<file path="src/rtl/clust_rst_seq_if.sv">
// clust_rst_seq_if: debug-init, scan, acknowledge and sequenced reset outputs of the cluster reset receiver
interface clust_rst_seq_if;
  logic adbginit_l;
  logic se;
  logic rel_ack;
  logic cluster_rst_l;
  logic cluster_dbginit_l;
  logic rst_done;
  logic timeout_err;
  logic [2:0] rst_state;
  modport master (
    output adbginit_l, se, rel_ack,
    input  cluster_rst_l, cluster_dbginit_l, rst_done, timeout_err, rst_state
  );
  modport slave (
    input  adbginit_l, se, rel_ack,
    output cluster_rst_l, cluster_dbginit_l, rst_done, timeout_err, rst_state
  );
endinterface

</file>
<file path="src/rtl/clust_rst_seq.sv">
// clust_rst_seq: synchronizes cluster reset/debug-init release and sequences it with a ready handshake
module clust_rst_seq #(
  parameter int SYNC_STAGES = 2,
  parameter int DBG_DLY     = 4,
  parameter int RST_DLY     = 8,
  parameter int ACK_TIMEOUT = 16,
  parameter int CNT_W       = 5
) (
  input logic rclk,
  input logic rst_l,
  clust_rst_seq_if.slave bus
);
  typedef enum logic [2:0] {IDLE = 3'd0, DBG_WAIT = 3'd1, RST_WAIT = 3'd2, ACK_WAIT = 3'd3, DONE = 3'd4, ERR = 3'd5} state_t;
  state_t state;
  logic [CNT_W-1:0] cnt;
  logic [SYNC_STAGES-1:0] rst_ff, dbg_ff;
  logic dbg_rst_n, rst_sync, dbg_sync, dbg_rel, dbginit, crst, done, err;
  assign dbg_rst_n = rst_l & bus.adbginit_l;
  assign rst_sync  = bus.se ? rst_l : rst_ff[SYNC_STAGES-1];
  assign dbg_sync  = bus.se ? dbg_rst_n : dbg_ff[SYNC_STAGES-1];
  assign dbg_rel   = state == DBG_WAIT && dbg_sync && cnt == CNT_W'(DBG_DLY - 1);
  always_ff @(posedge rclk or negedge rst_l)
    if (!rst_l) rst_ff <= '0;
    else rst_ff <= {rst_ff[SYNC_STAGES-2:0], 1'b1};
  always_ff @(posedge rclk or negedge dbg_rst_n)
    if (!dbg_rst_n) dbg_ff <= '0;
    else dbg_ff <= {dbg_ff[SYNC_STAGES-2:0], 1'b1};
  // debug init drops the moment adbginit_l falls, independent of the FSM
  always_ff @(posedge rclk or negedge dbg_rst_n)
    if (!dbg_rst_n) dbginit <= 1'b0;
    else if (dbg_rel) dbginit <= 1'b1;
  always_ff @(posedge rclk or negedge rst_l)
    if (!rst_l) begin
      state <= IDLE;
      cnt   <= '0;
      crst  <= 1'b0;
      done  <= 1'b0;
      err   <= 1'b0;
    end else begin
      case (state)
        IDLE: if (rst_sync) begin
          state <= DBG_WAIT;
          cnt   <= '0;
        end
        DBG_WAIT: if (!dbg_sync) cnt <= '0;
          else if (cnt == CNT_W'(DBG_DLY - 1)) begin
            state <= crst ? ACK_WAIT : RST_WAIT;
            cnt   <= '0;
          end else cnt <= cnt + 1'b1;
        RST_WAIT: if (!dbg_sync) begin
            state <= DBG_WAIT;
            cnt   <= '0;
          end else if (cnt == CNT_W'(RST_DLY - 1)) begin
            state <= ACK_WAIT;
            cnt   <= '0;
            crst  <= 1'b1;
          end else cnt <= cnt + 1'b1;
        ACK_WAIT: if (!dbg_sync) begin
            state <= DBG_WAIT;
            cnt   <= '0;
          end else if (bus.rel_ack) begin
            state <= DONE;
            cnt   <= '0;
            done  <= 1'b1;
          end else if (cnt == CNT_W'(ACK_TIMEOUT - 1)) begin
            state <= ERR;
            cnt   <= '0;
            err   <= 1'b1;
          end else cnt <= cnt + 1'b1;
        DONE: if (!dbg_sync) begin
          state <= DBG_WAIT;
          cnt   <= '0;
          done  <= 1'b0;
        end
        ERR: state <= ERR;
        default: state <= IDLE;
      endcase
    end
  assign bus.cluster_rst_l     = crst;
  assign bus.cluster_dbginit_l = dbginit;
  assign bus.rst_done          = done;
  assign bus.timeout_err       = err;
  assign bus.rst_state         = state;
endmodule

</file>
<file path="src/flat_wrapper.sv">
// flat-port wrapper written by rule: the top's interface ports become plain ports
module clust_rst_seq_flat 
#(
  parameter int SYNC_STAGES = 2,
  parameter int DBG_DLY     = 4,
  parameter int RST_DLY     = 8,
  parameter int ACK_TIMEOUT = 16,
  parameter int CNT_W       = 5
)
  (rclk, rst_l, bus_adbginit_l, bus_se, bus_rel_ack, bus_cluster_rst_l, bus_cluster_dbginit_l, bus_rst_done, bus_timeout_err, bus_rst_state);
  clust_rst_seq_if bus_i ();
  input logic rclk;
  input logic rst_l;
  input wire logic [$bits(bus_i.adbginit_l)-1:0] bus_adbginit_l;
  input wire logic [$bits(bus_i.se)-1:0] bus_se;
  input wire logic [$bits(bus_i.rel_ack)-1:0] bus_rel_ack;
  output wire logic [$bits(bus_i.cluster_rst_l)-1:0] bus_cluster_rst_l;
  output wire logic [$bits(bus_i.cluster_dbginit_l)-1:0] bus_cluster_dbginit_l;
  output wire logic [$bits(bus_i.rst_done)-1:0] bus_rst_done;
  output wire logic [$bits(bus_i.timeout_err)-1:0] bus_timeout_err;
  output wire logic [$bits(bus_i.rst_state)-1:0] bus_rst_state;
  assign bus_i.adbginit_l = bus_adbginit_l;
  assign bus_i.se = bus_se;
  assign bus_i.rel_ack = bus_rel_ack;
  assign bus_cluster_rst_l = bus_i.cluster_rst_l;
  assign bus_cluster_dbginit_l = bus_i.cluster_dbginit_l;
  assign bus_rst_done = bus_i.rst_done;
  assign bus_timeout_err = bus_i.timeout_err;
  assign bus_rst_state = bus_i.rst_state;
  clust_rst_seq #(.SYNC_STAGES(SYNC_STAGES), .DBG_DLY(DBG_DLY), .RST_DLY(RST_DLY), .ACK_TIMEOUT(ACK_TIMEOUT), .CNT_W(CNT_W)) u_core (.rclk(rclk), .rst_l(rst_l), .bus(bus_i));
endmodule
</file>
<file path="config.mk">
export PLATFORM = sky130hd
export DESIGN_NAME = clust_rst_seq_flat
export DESIGN_NICKNAME = d
export VERILOG_FILES = /design/src/rtl/clust_rst_seq_if.sv /design/src/rtl/clust_rst_seq.sv /design/src/flat_wrapper.sv
export SDC_FILE = /design/constraint.sdc
export NUM_CORES = 1
export LEC_CHECK = 0
export CAP_MARGIN = 0
export CORE_ASPECT_RATIO = 1.4
export CORE_MARGIN = 2
export CORE_UTILIZATION = 29
export DETAILED_ROUTE_END_ITERATION = 7
export PLACE_DENSITY = 0.48
export SLEW_MARGIN = 20
export SYNTH_ARGS = -nofsm -noshare
export SYNTH_HDL_FRONTEND = slang
export SYNTH_SLANG_ARGS = --single-unit
</file>
<file path="constraint.sdc">
create_clock -name rclk -period 3.5 [get_ports rclk]
set_input_delay 0.35 -clock rclk [delete_from_list [all_inputs] [get_ports rclk]]
set_output_delay 0.35 -clock rclk [all_outputs]
set_load 0.005 [all_outputs]
</file>
==> metrics.md, run 1 <==
| Metric | Value |
|---|---|
| CTS Hold Buffers Added | 0 |
| Share of layout cells above drive strength 1 | 0.0686 |
| Worst-margin pin slew | 0.558 ns |
| DR pass1 iterations | 4 |
| Latest clock arrival within the worst-skew pair | 0.24 ns |
| CTS buffer count | 3 |
| Starting Density | 0.297 |
| Setup repair bufs after CTS | 0 |
| Vias in the first global route | 776 |
| Post-CTS Resized | 0 |
| CTS root buf | clkbuf_8 |
| Area leader, netlist | dfrtp_1 |
| DRC | 0 |
| WP data arrival | 2.24 ns |
| Largest net degree at the start of global routing | 18 |
| Ranking of synthesized cells by area | dfrtp_1 44%, ha_1 4.1%, a22o_1 2.9%, nand3_1 2.8%, o211ai_1 2.5% |
| CP peak stage delay | between 0.5 and 0.6 ns |
| Max-cap violations | 0 |
| P&R area growth vs syn | 21.9% |
| Final Hold Viols | 0 |
| Critical path class | reg -> reg |
| Fill count | 345 |
| Worst relative slew slack | 0.623 |
| Gr usage total | 0.132 |
| Critical-path cell list | ha_1, nand3_1, inv_1, ha_1, or4b_1, a211oi_1, a41oi_1, o211ai_1 |
| Die H | between 70 and 80 um |
| Final RePlAce weighted congestion | 0.793 |
| Clock transition at the registers of the reported paths | 0.06 ns |
| Routed length per placed instance | 14.5 um |
| Main synth FF type | dfrtp_1 |
| Iteration-0 DRC count of the detailed router | 15 |
| Number of setup violations in the final report | 0 |
| Vias | 775 |
| VDD IR max | 0.286 mV |
| Avg Inst Size Synth | around 10 um2 |
| Post-synth top cells | 16 x dfrtp_1, 5 x inv_1, 5 x nand3_1 |
| Die ar. | 3600 um2 |
| Antenna Nets Post-Route | 0 |
| Yosys top cell area share | 0.441 |
| Post-synthesis sequential area ratio | 0.441 |
| Final worst slack | 1.42 ns |
| Final Skew | approximately 0.00053 ns |
| Most common cell on crit path | ha_1 |
| Post-DP HPWL | approximately 1500 um |
| Final Max Slew Viols | 0 |
| Crit-path slowest cell | or4b_1 |
| Via/cell ratio | 5.50 |
| IO Port Bufs | 11 |
| Diode count | 0 |
| Outcome | completed |
| Critical path capture point type | flip-flop |
| # rows | 24 |
| CTS sink cnt | 16 |
| Die Wd | 51.3 um |
| CP bufs+invs | 1 |
| Yosys warnings | 0 |
| First-pass GRT wire length | 3610 um |
| Static leakage | about 0.47 nW |
| Async set or reset register ratio after synthesis | 1.00 |
| CTS H-tree depth | 1 |
| Fin nets | between 100 and 150 |
| Fin crit share | 0.593 |
| Final min period | a little over 2 ns |
| CTS tree | yes |
| Post-synthesis cell area | 908 um2 |
| Critical Path Start Type | flip-flop |
| Req. time, crit path | ~3.7 ns |
| Unique masters post-synth | 41 |
| Highest Clock Rate | 482 MHz |
| Total negative slack | 0 ns |
| Yosys reg bits | 16 |
| I/O pin cnt | 12 |
| Initial antenna violation count | 0 |
| Most numerous cell in the Yosys netlist | dfrtp_1 |
| CP max FO | 6 |
| Reg2Reg Setup Slack | 1.42 ns |
| Pre-CTS setup slack | about 1.4 ns |
| Total gr overflow | 0 |
| PwrDens | 562 nW/um2 |
| Clock buffer depth | 2 |
| Post-Route WL | a little over 2000 um |
| Delay-heaviest family, CP | simple AND/OR/NAND/NOR gates |
| Synth Instances | 89 |
| RSZ-0062 raised after global routing | false |
| Number of synthesized flops with an enable pin | 0 |
| Core box area | 3060 um2 |
| Worst Hold Class | reg -> reg |
-- cell type report --
cell class              instances  area, um2  share of cell area
inverters                       5       18.8              0.0169
clock buffers                   3       41.3              0.0373
repair buffers                 12        118               0.106
multi-input cells              66        480               0.434
well taps                      39       48.8              0.0441
flip-flops and latches         16        400               0.362
-- routing by layer --
| metal | wire (um) | global-route usage |
|---|---|---|
| met5 | 0 | 0 |
| met4 | 72 | 0.0760 |
| met3 | 62 | 0.0235 |
| met2 | 1020 | 0.209 |
| met1 | 891 | 0.167 |
-- sequential cells by signal (all words and copies together), names as in the netlist --
register	count
u_core.bus.cluster_dbginit_l	1
u_core.cnt	5
u_core.bus.timeout_err	1
u_core.bus.rst_done	1
u_core.dbg_ff	2
u_core.rst_ff	2
u_core.bus.cluster_rst_l	1
u_core.bus.rst_state	3
-- through the flow --
| step | total power [mW] | std cells | util | hold slack (ns) | area, um2 |
|---|---|---|---|---|---|
| final | 0.622 | 141 | 0.362 | 0.350 | 1110 |
| after global routing | 0.668 | 141 | 0.362 | 0.368 | 1110 |
| after CTS | 0.628 | 141 | 0.362 | 0.351 | 1110 |
| after detailed placement | 0.489 | 138 | 0.348 | 0.337 | 1070 |
| after global placement | 0.494 | 138 | 0.348 | 0.334 | 1070 |
| after floorplan | 0.411 | 90 | - | 0.0544 | 912 |
-- cells by family after synthesis --
| logic type | share of synthesized area |
|---|---|
| adder cells (fa/ha/maj) | 0.0413 |
| buffers and inverters | 0.0344 |
| other | 0.00413 |
| AO/OA/AOI/OAI | 0.262 |
| XOR/XNOR | 0.00964 |
| flip-flops | 0.441 |
| multiplexers | 0.0110 |
| AND/OR/NAND/NOR | 0.197 |
-- placed cells by master (no fill, tap or decap), types with 2 or more instances in the layout --
cell type | Yosys | layout
clkdlybuf4s50_1 | 0 | 11
a32o_1 | 2 | 2
nand2_1 | 4 | 4
a21oi_1 | 3 | 3
nor2_1 | 4 | 4
nor2b_1 | 3 | 3
conb_1 | 1 | 2
or4b_1 | 2 | 2
o21ai_0 | 2 | 2
o211ai_1 | 3 | 3
inv_1 | 5 | 5
nand2b_1 | 3 | 3
a21o_1 | 2 | 2
o21ai_1 | 3 | 3
ha_1 | 3 | 3
nand3_1 | 5 | 5
dfrtp_1 | 16 | 16
a22o_1 | 3 | 3
clkbuf_8 | 0 | 3
-- power breakdown --
group          switching, mW  internal (mW)  leakage [nW]
clock network         0.0588         0.0762        0.0216
logic                  0.106          0.111         0.248
registers             0.0583          0.212         0.204
total                  0.223          0.399         0.474
-- path summary, 6_finish.rpt --
path / depth (start not counted) / start / end
worst min register to register: 0 / u_core.rst_ff[0]$_DFF_PN0_ / u_core.rst_ff[1]$_DFF_PN0_
worst max-delay path: 8 / u_core.cnt[0]$_DFFE_PN0P_ / u_core.bus.rst_state[0]$_DFFE_PN0P_
worst min-delay path: 0 / u_core.rst_ff[0]$_DFF_PN0_ / u_core.rst_ff[1]$_DFF_PN0_
min in group asynchronous: 2 / rst_l / u_core.rst_ff[1]$_DFF_PN0_
worst max register to register: 8 / u_core.cnt[0]$_DFFE_PN0P_ / u_core.bus.rst_state[0]$_DFFE_PN0P_
max in group asynchronous: 3 / rst_l / u_core.dbg_ff[1]$_DFF_PN0_
Power figures use the tool's default switching activity.
==> run 2: changes to the inputs <==
--- a/config.mk
+++ b/config.mk
@@ -10,7 +10,7 @@
 export CORE_MARGIN = 2
 export CORE_UTILIZATION = 29
 export DETAILED_ROUTE_END_ITERATION = 7
-export PLACE_DENSITY = 0.48
+export PLACE_DENSITY = 0.5
 export SLEW_MARGIN = 20
 export SYNTH_ARGS = -nofsm -noshare
 export SYNTH_HDL_FRONTEND = slang
==> constraint.sdc (replaced) <==
create_clock -name rclk -period 1.7 [get_ports rclk]
set_input_delay 0.17 -clock rclk [delete_from_list [all_inputs] [get_ports rclk]]
set_output_delay 0.17 -clock rclk [all_outputs]
set_load 0.005 [all_outputs]
==> run 2 against run 1 <==
The run now ends with setup timing left. Critical path type unchanged. Via count is 13% higher. Utilization grew 8.1 points. Sequential power grew 85%. Wire length is 17% higher. Non-clock buffer count is 26 higher. Clock skew is 0.0022 ns higher. Maximum frequency rose by 14%.
==> metrics.md, run 2 (synthesized netlist as in run 1, its figures left out) <==
| Metric | Value |
|---|---|
| Worst Hold Class | in -> async |
| Commonest non-fill, non-tap cell in the layout | buf_4 |
| WP data arrival | 1.99 ns (-0.25 ns) |
| Static leakage | 0.600 nW (+27%) |
| Outcome | finished with violations |
| Number of setup violations in the final report | 5 (+5) |
| Sequential power share | 0.331 (-0.103) |
| Post-DP HPWL | 1790 um (+18%) |
| Power Internal | 964 uW (+140%) |
| Most flops, register | u_core.cnt |
| Total gr overflow | 0 (unchanged) |
| PwrDens | 1110 nW/um2 (+98%) |
| VDD IR max | 0.506 mV (+77%) |
| Max-cap violations | 0 (unchanged) |
| Final Max Slew Viols | 0 (unchanged) |
| Iteration-0 DRC count of the detailed router | 17 (+2) |
| I/O pin cnt | 12 (unchanged) |
| Max reg flops | 5 (unchanged) |
| Final Hold Viols | 0 (unchanged) |
| Critical path class | reg -> reg |
| Via/cell ratio | 5.26 (-4.3%) |
| Die ar. | 3600 um2 (unchanged) |
| CTS Hold Buffers Added | 0 (unchanged) |
| Latest clock arrival within the worst-skew pair | 0.25 ns (about the same) |
| Clock transition at the registers of the reported paths | 0.07 ns (about the same) |
| Total negative slack | -0.327 ns (-0.327 ns) |
| Routed length per placed instance | 14.3 um (-1.3%) |
| CTS H-tree depth | 1 (unchanged) |
| Highest Clock Rate | 549 MHz (+14%) |
| Critical Path Start Type | flip-flop |
| CTS tree | yes |
| Req. time, crit path | 1.87 ns (-1.80 ns) |
| Vias | 878 (+13%) |
| Die H | 70.2 um (unchanged) |
| Die Wd | 51.3 um (unchanged) |
| Fin crit share | 1.07 (+0.479) |
| Post-Route WL | 2390 um (+17%) |
| Final worst slack | -0.122 ns (-1.55 ns) |
| P&R area growth vs syn | 49.2% |
| Violated checks | setup timing |
| Share of layout cells above drive strength 1 | 0.328 (+0.259) |
| Sw Share | 0.360 (+0.00166) |
| Initial antenna violation count | 0 (unchanged) |
| Largest net degree at the start of global routing | 14 (-4) |
| Fin nets | 138 (+23%) |
| # rows | 24 (unchanged) |
| Starting Density | 0.297 (unchanged) |
| Final RePlAce weighted congestion | 0.818 (+3.2%) |
| IO Port Bufs | 11 (unchanged) |
| CTS buffer count | 3 (unchanged) |
| Core box area | 3060 um2 (unchanged) |
| Clock buffer depth | 2 (unchanged) |
| Pre-CTS setup slack | -0.157 ns (-1.52 ns) |
| Power share of the clock group | 0.197 (-0.020) |
| First-pass GRT wire length | 4270 um (+18%) |
| DRC | 0 (unchanged) |
| CTS sink cnt | 16 (unchanged) |
| CP max FO | 4 (-2) |
| Gr usage total | 0.160 (+0.0280) |
| CTS root buf | clkbuf_8 |
| Final Skew | 0.00275 ns (+0.00222 ns) |
| Vias in the first global route | 911 (+17%) |
| Critical path capture point type | flip-flop |
| Gate power share | 0.472 (+0.123) |
| Final min period | 1.82 ns (-0.253 ns) |
| Most frequent cells in the layout | 27 x buf_4, 16 x dfrtp_1, 11 x clkdlybuf4s50_1 |
| Psw | 542 uW (+140%) |
| DR pass1 iterations | 4 (unchanged) |
| Diode count | 0 (unchanged) |
| Antenna Nets Post-Route | 0 (unchanged) |
| RSZ-0062 raised after global routing | true |
## run 2: cell types whose count changed in the layout (fill, tap and decap cells not counted), sizes merged
cell	before	now
buf	1	27
## run 2: path summary, 6_finish.rpt
kind                                                 start                                  end  slack [ns]  cells after the start
worst max-delay path             u_core.cnt[0]$_DFFE_PN0P_  u_core.bus.rst_state[0]$_DFFE_PN0P_       -0.12                      8
worst min register to register  u_core.rst_ff[0]$_DFF_PN0_           u_core.rst_ff[1]$_DFF_PN0_        0.35                      0
worst min-delay path                        bus_adbginit_l           u_core.dbg_ff[0]$_DFF_PN0_        0.27                      2
min in group rclk               u_core.rst_ff[0]$_DFF_PN0_           u_core.rst_ff[1]$_DFF_PN0_        0.35                      0
worst max register to register   u_core.cnt[0]$_DFFE_PN0P_  u_core.bus.rst_state[0]$_DFFE_PN0P_       -0.12                      8
max in group asynchronous                            rst_l           u_core.dbg_ff[1]$_DFF_PN0_        1.05                      3
## run 2: critical path, cell delays in order, from the launching register on
cell,delay [ns]
dfrtp_1,0.42
ha_4,0.19
nand3_2,0.08
inv_2,0.05
ha_4,0.15
or4b_4,0.53
a211oi_2,0.15
a41oi_1,0.06
o211ai_1,0.10
## run 2: area by class of cell
cell class              instances  area (um2)
flip-flops and latches         16         400
fillers                       324        1710
multi-input cells              66         533
inverters                       5        18.8
well taps                      39        48.8
clock buffers                   3        41.3
repair buffers                 38         313
## run 2: per-stage QoR
step	std cells	power (mW)	hold WS (ns)	area (um2)	util
floorplan	90	0.864	-0.126	937	-
global placement	163	1.17	0.334	1280	0.417
detailed placement	163	1.17	0.336	1280	0.417
CTS	167	1.51	0.270	1350	0.441
global route	167	1.61	0.288	1360	0.442
finish	167	1.51	0.267	1360	0.442
## run 2: power groups by stage
stage	clock, mW	sequential, mW	combinational, mW
5_1_grt	0.320	0.509	0.784
4_1_cts	0.304	0.499	0.703
6_report	0.296	0.499	0.711
2_1_floorplan	0	0.499	0.364
3_3_place_gp	0	0.500	0.667
3_5_place_dp	0	0.505	0.666
## run 2: metal layers
| metal | vias up | wire (um) | track usage |
|---|---|---|---|
| li1 | 424 | - | - |
| met1 | 424 | 1090 | 0.201 |
| met2 | 24 | 1140 | 0.253 |
| met3 | 6 | 88 | 0.0256 |
| met4 | 0 | 78 | 0.0994 |
| met5 | - | 0 | 0 |
## run 2: timing repair
action,in CTS,in global routing
buffers inserted,1,0
setup endpoints to repair,7,7
pin swaps,3,0
gates resized for setup,5,1
==> run 3: changes to the inputs <==
--- a/config.mk
+++ b/config.mk
@@ -5,10 +5,11 @@
 export SDC_FILE = /design/constraint.sdc
 export NUM_CORES = 1
 export LEC_CHECK = 0
+export ABC_CLOCK_PERIOD_IN_PS = 1700
 export CAP_MARGIN = 0
-export CORE_ASPECT_RATIO = 1.4
 export CORE_MARGIN = 2
 export CORE_UTILIZATION = 29
+export CTS_CLUSTER_DIAMETER = 80
 export DETAILED_ROUTE_END_ITERATION = 7
 export PLACE_DENSITY = 0.5
 export SLEW_MARGIN = 20
==> run 3 against run 2 <==
The run still ends with setup timing left. Cell area grew 1.2%. Global-route usage decreased by 0.56 points. Count of clock-buffer cells in the layout up 1. Register-to-register slack worse by 0.02 ns. First-iteration DRC count up 65%. Power decreased by 3.3%. Combinational power fell by 1%. Maximum frequency fell by 0.90%. Sequential cell count did not move. Final cell count increased by 2.4%. Largest power group unchanged. Die area shrank 0.18%.
==> metrics.md, run 3 (synthesized netlist as in run 1, its figures left out) <==
| Metric | Value |
|---|---|
| Outcome | finished with violations |
| Violated checks | setup timing |
| Sw Share | 0.367 (+0.00685) |
| Gr usage total | 0.155 (-0.00557) |
| Total negative slack | -0.380 ns (-0.0532 ns) |
| Fin nets | 136 (-1.4%) |
| Die Wd | 60.0 um (+17%) |
| Diode count | 0 (unchanged) |
| First-pass GRT wire length | 4080 um (-4.5%) |
| I/O pin cnt | 12 (unchanged) |
| Power Internal | 922 uW (-4.3%) |
| Fill count | 301 (-7.1%) |
| Iteration-0 DRC count of the detailed router | 28 (+11) |
| Die ar. | 3600 um2 (-0.18%) |
| CTS sink cnt | 16 (unchanged) |
| Commonest non-fill, non-tap cell in the layout | buf_4 |
| Final Power | 1.46 mW (-3.3%) |
| Req. time, crit path | 1.89 ns (+0.02 ns) |
| Most flops, register | u_core.cnt |
| R2R depth | 7 (-1) |
| Starting Density | 0.300 (+0.00343) |
| Die H | 60.0 um (-15%) |
| Post-DP HPWL | 1780 um (-0.61%) |
| # rows | 20 (-17%) |
| RSZ-0062 raised after global routing | true |
| WHS | 0.215 ns (-0.0519 ns) |
| Latest clock arrival within the worst-skew pair | 0.29 ns (+0.04 ns) |
| CTS tree | yes |
| Clock transition at the registers of the reported paths | 0.10 ns (+0.03 ns) |
| Core box area | 3030 um2 (-1.1%) |
| Most frequent cells in the layout | 24 x buf_4, 16 x dfrtp_1, 11 x clkdlybuf4s50_1 |
| Critical path class | reg -> reg |
| Static leakage | 0.597 nW (-0.50%) |
| Max-cap violations | 0 (unchanged) |
| Final worst slack | -0.139 ns (-0.0166 ns) |
| Post-Route WL | 2310 um (-3.4%) |
| Power share of the clock group | 0.181 (-0.016) |
| Gate power share | 0.482 (+0.010) |
| Reg2Reg Setup Slack | -0.14 ns (-0.02 ns) |
| Antenna Nets Post-Route | 0 (unchanged) |
| Largest net degree at the start of global routing | 17 (+3) |
| WP data arrival | 2.03 ns (+0.04 ns) |
| Final RePlAce weighted congestion | 0.818 (about the same) |
| Final Max Slew Viols | 0 (unchanged) |
| Total gr overflow | 0 (unchanged) |
| Final Hold Viols | 0 (unchanged) |
| Via/cell ratio | 5.03 (-4.3%) |
| DR pass1 iterations | 4 (unchanged) |
| Psw | 534 uW (-1.5%) |
| Initial antenna violation count | 0 (unchanged) |
| Final min period | 1.84 ns (+0.0166 ns) |
| Layout Cells excl Fill | 171 (+2.4%) |
| Vias | 860 (-2.1%) |
| CTS root buf | clkbuf_4 |
| Number of setup violations in the final report | 4 (-1) |
| Fin crit share | 1.08 (+0.00978) |
| IO Port Bufs | 11 (unchanged) |
| CTS buffer count | 3 (unchanged) |
| Clock buffer depth | 2 (unchanged) |
| Critical path capture point type | flip-flop |
| Max reg flops | 5 (unchanged) |
| DRC | 0 (unchanged) |
| CP max FO | 4 (unchanged) |
| Sequential power share | 0.337 (+0.006) |
| PwrDens | 1060 nW/um2 (-4.5%) |
| Placed insts | 165 (+1.2%) |
| Critical Path Start Type | flip-flop |
| Routed length per placed instance | 13.5 um (-5.6%) |
| P&R area growth vs syn | 51.0% |
| CTS H-tree depth | 1 (unchanged) |
| Worst Hold Class | in -> async |
| Share of layout cells above drive strength 1 | 0.370 (+0.0420) |
| Vias in the first global route | 867 (-4.8%) |
| Final Skew | 0.00567 ns (+0.00292 ns) |
| VDD IR max | 0.377 mV (-25%) |
| Highest Clock Rate | 544 MHz (-0.90%) |
==> run 3: cell types whose count changed in the layout (fill, tap and decap cells not counted), moves of 2 or more <==
cell	delta
clkbuf_8	-2
clkbuf_4	+3
buf_4	-3
nand2_1	-2
==> run 3: final timing paths <==
check | start | end
worst min register to register | u_core.dbg_ff[0]$_DFF_PN0_ | u_core.dbg_ff[1]$_DFF_PN0_
worst min-delay path | bus_adbginit_l | u_core.dbg_ff[0]$_DFF_PN0_
worst max-delay path | u_core.cnt[0]$_DFFE_PN0P_ | u_core.cnt[4]$_DFFE_PN0P_
min in group rclk | u_core.dbg_ff[0]$_DFF_PN0_ | u_core.dbg_ff[1]$_DFF_PN0_
max in group asynchronous | rst_l | u_core.bus.cluster_dbginit_l$_DFFE_PN0P_
worst max register to register | u_core.cnt[0]$_DFFE_PN0P_ | u_core.cnt[4]$_DFFE_PN0P_
==> run 3: layout make-up <==
| cell class | count | area, um2 | area share |
|---|---|---|---|
| multi-input combinational | 66 | 559 | 0.408 |
| sequential | 16 | 400 | 0.292 |
| timing repair buffer | 36 | 302 | 0.220 |
| tap | 44 | 55.1 | 0.0401 |
| clock buffer | 4 | 36.3 | 0.0265 |
| inverter | 5 | 18.8 | 0.0137 |
==> run 3: repair_timing <==
action	in CTS	in global routing
hold buffers	0	0
pin swaps	3	3
gates resized for setup	5	10
setup buffers	1	1
setup endpoints to repair	6	7
==> run 3: worst max-delay path, stage by stage, from the launching register on <==
cell and delay, ns:
dfrtp_1 0.41, ha_4 0.17, buf_4 0.11, buf_6 0.09, or4b_4 0.48, a21oi_2 0.15
nor4b_2 0.06, a221o_1 0.27
==> run 3: per-stage QoR <==
stage / setup WS, ns / instance area, um2 / util
after global routing: -0.229 / 1370 / 0.453
after global placement: -0.155 / 1260 / 0.417
after CTS: -0.141 / 1330 / 0.438
final: -0.139 / 1370 / 0.453
after floorplan: -0.0645 / 937 / -
after detailed placement: -0.139 / 1260 / 0.417
==> run 3: metal layers <==
metal  share of wire  global-route usage
met5               0                   0
met4           0.014              0.0571
met3           0.042              0.0325
met2            0.46               0.228
met1            0.49               0.222
==> run 3: power by group through the flow <==
stage | Combinational [mW] | Clock (mW) | Sequential, mW
2_1_floorplan | 0.364 | 0 | 0.499
3_3_place_gp | 0.642 | 0 | 0.495
3_5_place_dp | 0.638 | 0 | 0.498
4_1_cts | 0.672 | 0.267 | 0.491
5_1_grt | 0.778 | 0.291 | 0.499
6_report | 0.702 | 0.263 | 0.490
